===== config.mk =====
export PLATFORM = sky130hd
export DESIGN_NAME = led_pwm_fade_flat
export DESIGN_NICKNAME = d
export VERILOG_FILES = /design/src/rtl/led_pwm_fade_pkg.sv /design/src/rtl/led_pwm_fade_if.sv /design/src/rtl/led_pwm_chan.sv /design/src/rtl/led_pwm_fade.sv /design/src/flat_wrapper.sv
export SDC_FILE = /design/constraint.sdc
export NUM_CORES = 1
export LEC_CHECK = 0
export CAP_MARGIN = 40
export CELL_PAD_IN_SITES_DETAIL_PLACEMENT = 1
export CELL_PAD_IN_SITES_GLOBAL_PLACEMENT = 1
export CORE_MARGIN = 4
export CORE_UTILIZATION = 43
export DETAILED_ROUTE_END_ITERATION = 10
export PLACE_DENSITY = 0.79
export SLEW_MARGIN = 20
export SYNTH_ARGS = -nofsm -noshare
export SYNTH_HDL_FRONTEND = slang
export SYNTH_SLANG_ARGS = --single-unit
export TNS_END_PERCENT = 20

===== constraint.sdc =====
create_clock -name CLK -period 1.7 [get_ports CLK]
set_input_delay 0.34 -clock CLK [delete_from_list [all_inputs] [get_ports CLK]]
set_output_delay 0.34 -clock CLK [all_outputs]
set_load 0.1 [all_outputs]

===== src/rtl/led_pwm_fade_pkg.sv =====
// led_pwm_pkg: shared widths, limits and the perceptual gamma helper for led_pwm_fade
package led_pwm_pkg;
  localparam int DUTY_W = 8;
  localparam logic [DUTY_W-1:0] PCNT_MAX = 8'd254;
  localparam logic [DUTY_W-1:0] DUTY_MAX = 8'd255;
  typedef logic [DUTY_W-1:0] duty_t;
  // (d*d + 255) >> 8 keeps 0 and 255 fixed points while halving mid-scale
  function automatic duty_t gamma8(duty_t d);
    logic [2*DUTY_W-1:0] p;
    p = {8'd0, d} * {8'd0, d} + 16'd255;
    return p[2*DUTY_W-1:DUTY_W];
  endfunction
endpackage


===== src/rtl/led_pwm_fade_if.sv =====
// led_pwm_fade_if: control inputs and LED drive outputs of the fading PWM stage
interface led_pwm_fade_if #(parameter int CH = 8);
  logic en;
  logic hold;
  logic [CH-1:0] led_in;
  logic [CH-1:0] pwm_out;
  logic period_start;
  logic busy;
  modport master(output en, hold, led_in, input pwm_out, period_start, busy);
  modport slave(input en, hold, led_in, output pwm_out, period_start, busy);
endinterface


===== src/rtl/led_pwm_chan.sv =====
// led_pwm_chan: one channel's saturating fade register and registered PWM compare.
// Define LED_PWM_GAMMA_EN to apply perceptual correction to the compared duty.
module led_pwm_chan import led_pwm_pkg::*; #(
  parameter logic [7:0] FADE_STEP = 8'h10
) (
  input  logic  CLK,
  input  logic  RST_X,
  input  logic  en_i,
  input  logic  hold_i,
  input  logic  fade_i,
  input  duty_t pcnt_i,
  input  logic  tgt_i,
  output logic  pwm_o,
  output logic  mismatch_o
);
  duty_t duty_q, duty_d, duty_eff;
  logic [DUTY_W:0] up;
  logic pwm_d;
`ifdef LED_PWM_GAMMA_EN
  assign duty_eff = gamma8(duty_q);
`else
  assign duty_eff = duty_q;
`endif
  always_comb begin
    up = {1'b0, duty_q} + {1'b0, FADE_STEP};
    duty_d = !en_i ? '0 :
             !(fade_i && !hold_i) ? duty_q :
             tgt_i ? (up[DUTY_W] ? DUTY_MAX : up[DUTY_W-1:0]) :
             (duty_q < FADE_STEP ? '0 : duty_q - FADE_STEP);
    pwm_d = en_i && (pcnt_i < duty_eff);
    mismatch_o = duty_q != (tgt_i ? DUTY_MAX : '0);
  end
  always_ff @(posedge CLK or negedge RST_X) begin
    if (!RST_X) begin
      duty_q <= '0;
      pwm_o <= 1'b0;
    end else begin
      duty_q <= duty_d;
      pwm_o <= pwm_d;
    end
  end
endmodule


===== src/rtl/led_pwm_fade.sv =====
// led_pwm_fade: per-channel fading 8-bit PWM LED driver with period-aligned duty updates.
// Define LED_PWM_GAMMA_EN to enable perceptual gamma correction in every channel.
module led_pwm_fade import led_pwm_pkg::*; #(
  parameter int CH = 8,
  parameter int PRESCALE = 16,
  parameter int FADE_DIV = 4,
  parameter logic [7:0] FADE_STEP = 8'h10
) (
  input logic CLK,
  input logic RST_X,
  led_pwm_fade_if.slave bus
);
  localparam int PW = PRESCALE > 1 ? $clog2(PRESCALE) : 1;
  localparam int FW = FADE_DIV > 1 ? $clog2(FADE_DIV) : 1;
  logic [PW-1:0] pre_q, pre_d;
  duty_t pcnt_q, pcnt_d;
  logic [FW-1:0] fcnt_q, fcnt_d;
  logic ps_q, ps_d, tick, wrap, fade;
  logic [CH-1:0] pwm, mismatch;
  // fade coincides with the pcnt wrap so a new duty always governs a full period
  always_comb begin
    tick = bus.en && pre_q == PW'(PRESCALE - 1);
    wrap = tick && pcnt_q == PCNT_MAX;
    fade = wrap && fcnt_q == FW'(FADE_DIV - 1);
    pre_d = !bus.en || tick ? '0 : pre_q + 1'b1;
    pcnt_d = !bus.en || wrap ? '0 : tick ? pcnt_q + 1'b1 : pcnt_q;
    fcnt_d = !bus.en || fade ? '0 : wrap ? fcnt_q + 1'b1 : fcnt_q;
    ps_d = wrap;
  end
  always_ff @(posedge CLK or negedge RST_X) begin
    if (!RST_X) begin
      pre_q <= '0;
      pcnt_q <= '0;
      fcnt_q <= '0;
      ps_q <= 1'b0;
    end else begin
      pre_q <= pre_d;
      pcnt_q <= pcnt_d;
      fcnt_q <= fcnt_d;
      ps_q <= ps_d;
    end
  end
  for (genvar i = 0; i < CH; i++) begin : g_ch
    led_pwm_chan #(.FADE_STEP(FADE_STEP)) u_ch (
      .CLK(CLK),
      .RST_X(RST_X),
      .en_i(bus.en),
      .hold_i(bus.hold),
      .fade_i(fade),
      .pcnt_i(pcnt_q),
      .tgt_i(bus.led_in[i]),
      .pwm_o(pwm[i]),
      .mismatch_o(mismatch[i])
    );
  end
  assign bus.pwm_out = pwm;
  assign bus.period_start = ps_q;
  assign bus.busy = |mismatch;
endmodule


===== src/flat_wrapper.sv =====
// flat-port wrapper written by rule: the top's interface ports become plain ports
module led_pwm_fade_flat import led_pwm_pkg::*;
#(
  parameter int CH = 8,
  parameter int PRESCALE = 16,
  parameter int FADE_DIV = 4,
  parameter logic [7:0] FADE_STEP = 8'h10
)
  (CLK, RST_X, bus_en, bus_hold, bus_led_in, bus_pwm_out, bus_period_start, bus_busy);
  led_pwm_fade_if #(.CH(CH)) bus_i ();
  input logic CLK;
  input logic RST_X;
  input wire logic [$bits(bus_i.en)-1:0] bus_en;
  input wire logic [$bits(bus_i.hold)-1:0] bus_hold;
  input wire logic [$bits(bus_i.led_in)-1:0] bus_led_in;
  output wire logic [$bits(bus_i.pwm_out)-1:0] bus_pwm_out;
  output wire logic [$bits(bus_i.period_start)-1:0] bus_period_start;
  output wire logic [$bits(bus_i.busy)-1:0] bus_busy;
  assign bus_i.en = bus_en;
  assign bus_i.hold = bus_hold;
  assign bus_i.led_in = bus_led_in;
  assign bus_pwm_out = bus_i.pwm_out;
  assign bus_period_start = bus_i.period_start;
  assign bus_busy = bus_i.busy;
  led_pwm_fade #(.CH(CH), .PRESCALE(PRESCALE), .FADE_DIV(FADE_DIV), .FADE_STEP(FADE_STEP)) u_core (.CLK(CLK), .RST_X(RST_X), .bus(bus_i));
endmodule

==> results.yml <==
cts:
  cts-buffers-inserted: 9
  cts_tree: "built"
  cts-htree-levels: 3
  cts_sinks: 63
  clk_path_buf_depth: 2
  cts.clk_slew.worst_paths_ps: 60
  root_buffer: "clkbuf_16"
  clock_latency_ps: 360
grt:
  grt_pass1_vias: 6226
  grt_start_max_net_pins: 64
  grt_pass1_wl_um: 31500
  antenna_found_initial: 0
  grt.total_usage_pct: 27.8
  grt-ovfl-total: 0
sta:
  drv_slew: 0
  fin_tns_setup_ps: -7340
  rsz0062_at_grt: "yes"
  setup_viol: 45
  tightest_slew_ps: 494
  slew_headroom_pct: 66.8
  setup_slack_ps: -1130
  period_needed_ps: 2830
  skew_ps: 11.4
  fmax_mhz: 354
  whs_ps: 4.96
  hold_viol: 0
  finalCritPeriodShare_pct: 166
yosys:
  avgSynthCellArea_um2: 8.44
  synth_ff_type: "dfrtp_1"
  synth_cell_types: 61
  synth_top_area_share_pct: 29.6
  synth-edff-count: 0
  seq_area_frac_synth_pct: 29.6
  synth.ff_latch_count: 63
  synth_area_um2: 5330
  synth_area_leaders: "dfrtp_1, ha_1, o21ai_0"
  syn-num-nets: 719
  synth_top_cell_by_area: "dfrtp_1"
  async_reset_ff_share_pct: 100
  syn_inst: 631
  yosysWarningCount: 0
setup_path:
  critPathKind: "reg2out"
  worst_path_max_delay_cell: "dfrtp_1"
  startpoint_type: "flop"
  end_kind: "output port"
  crit_start: "u_core.g_ch[5].u_ch.duty_eff[6]"
  cp_cell_sequence: "or3_4 > nor4_4 > a41oi_2 > nor4_4 > buf_4 > nand4_1 > buf_12"
  crit_top_cell: "nor4_4"
  required_ps: 1360
  r2r_start: "u_core.fcnt_q[1]"
  arrival_ps: 2490
  cp_max_fo: 2
  slowest_delay_ps: 400
power_and_ir_drop:
  p_leak_nw: 3.33
  power_frac_clock_pct: 38.3
  p_seq_share_pct: 31.1
  pwr-share-comb_pct: 30.6
  switching_share_pct: 33.9
  internal-power_mw: 3.49
  ir_drop_mv: 0.507
  p_sw_mw: 1.79
  p_per_area_nw_per_um2: 678
min_path:
  hold_path.class: "in2async"
drt:
  routed_wirelength_um: 24100
  vias: 6016
  drt_pass1_iterations: 5
  via_per_inst: 6.38
  ant_nets: 0
  wl_per_cell_um: 25.5
  drt_iter0_drc: 576
  drc_errors: 0
placed_design:
  dp.final_hpwl_um: 13400
  io_buffer_count: 21
  gp_congestion: 0.850
  pre_cts_ws_ps: -1150
  placedCellCount: 904
cells_and_area:
  layout.nets: 858
  antenna_cells: 0
  area_growth_pct: 46.1
  layout-drive-gt1-share_pct: 35.9
  finalNonFillerCells: 943
floorplanning:
  fp.dieArea_um2: 14200
  initial_core_util_pct: 44.1
  io_pins: 22
  rows: 40
  die_w_um: 119
  core_area_um2: 12100
  die_y_um: 119
job:
  drv_cap: 0
run_status:
  violations: "setup timing"
  status: "finished with violations"
[what timing repair did]
action	CTS	global route
gates resized for setup	64	88
pin swaps	18	25
buffers inserted	10	12
setup endpoints to repair	45	51
hold buffers	0	0
hold endpoints to repair	0	0
cloned	0	3
[final cells by class]
type                       instances  area [um^2]
sequential                        63         1580
clock buffer                      13          270
fill                            1369         4280
clock inverter                     3         40.0
timing repair buffer             163         1580
inverter                          47          195
multi-input combinational        486         3900
tap                              168          210
[cell usage after synthesis (all sizes together) (2+ instances only)]
cell type	instances
and2	2
or4	2
or3	4
nand4	12
nand2b	3
and4	2
nor2b	14
o211ai	5
nor2	43
a31oi	14
nand2	44
and3	14
a22oi	4
a21boi	11
nor4	4
dfrtp	63
a22o	6
mux2i	4
o21a	2
ha	76
inv	46
a2111o	7
a31o	2
clkbuf	22
nor3	23
a21o	2
o31ai	5
o22ai	14
a211oi	6
nand3	30
o21ai	59
o221a	3
a221oi	3
a41oi	5
or2	2
a221o	4
buf	13
a21oi	45
[per-stage QoR]
stage	instance area, um^2	util, %	power [mW]
after floorplan	5330	-	2.42
after global placement	6570	54.5	2.84
after detailed placement	6570	54.5	2.92
after CTS	7260	60.2	4.94
after global routing	7780	64.5	5.43
final	7780	64.5	5.28
[critical path: cells and delay by family (launching register included)]
kind / cells / cell delay [ps]
AO/OA/AOI/OAI: 1 / 120
buffers and inverters: 2 / 390
flip-flops: 1 / 400
AND/OR/NAND/NOR: 4 / 1210
[path summary, 6_finish.rpt]
check,to,slack [ps],cells past startpoint
worst max-delay path,bus_busy,-1130,7
worst min register to register,u_core.pre_q[0],530,1
min in group CLK,u_core.pre_q[0],530,1
max in group asynchronous,u_core.pcnt_q[7],1370,2
worst max register to register,u_core.g_ch[0].u_ch.duty_eff[4],-250,8
worst min-delay path,u_core.g_ch[3].u_ch.duty_eff[4],5,2
[power groups by stage]
stage / clock [mW] / sequential (mW) / combinational (mW)
floorplan: 0 / 1.66 / 0.763
global placement: 0 / 1.65 / 1.19
detailed placement: 0 / 1.65 / 1.27
CTS: 1.96 / 1.63 / 1.35
global route: 2.10 / 1.64 / 1.69
finish: 2.02 / 1.64 / 1.62
[routing by layer]
| layer | track usage [%] | share of wire (%) | vias to the layer above |
|---|---|---|---|
| met5 | 0 | 0 | - |
| met4 | 12.8 | 6.1 | 0 |
| met3 | 5.08 | 4.3 | 107 |
| met2 | 50.7 | 53 | 249 |
| met1 | 31.1 | 36 | 3039 |
| li1 | - | - | 2621 |
[layout by cell type, fill, tap and decap left out, types with 12 or more instances in the layout]
master and n:
a21oi_1 35, buf_12 15, buf_4 107, buf_6 26, dfrtp_1 59, ha_1 56, ha_4 16, inv_1 31
nand2_1 42, nand3_1 27, nor2_1 41, nor2b_1 12, nor3_1 22, o21ai_0 45
[cells by family after synthesis]
| kind of cell | Yosys count | synth area share, % |
|---|---|---|
| AO/OA/AOI/OAI | 202 | 24.8 |
| AND/OR/NAND/NOR | 201 | 19.4 |
| buffers and inverters | 82 | 7.05 |
| adder cells (fa/ha/maj) | 76 | 17.9 |
| flip-flops | 63 | 29.6 |
| multiplexers | 5 | 0.963 |
| XOR/XNOR | 2 | 0.329 |
[flip-flops by register name (all words and copies together) (netlist names)]
| name | count |
|---|---|
| u_core.g_ch.u_ch.duty_eff | 40 |
| u_core.g_ch.u_ch.pwm_o | 8 |
| u_core.pcnt_q | 8 |
| u_core.pre_q | 4 |
| u_core.fcnt_q | 2 |
| u_core.bus.period_start | 1 |
No activity file was read; power rests on OpenSTA's default activity.
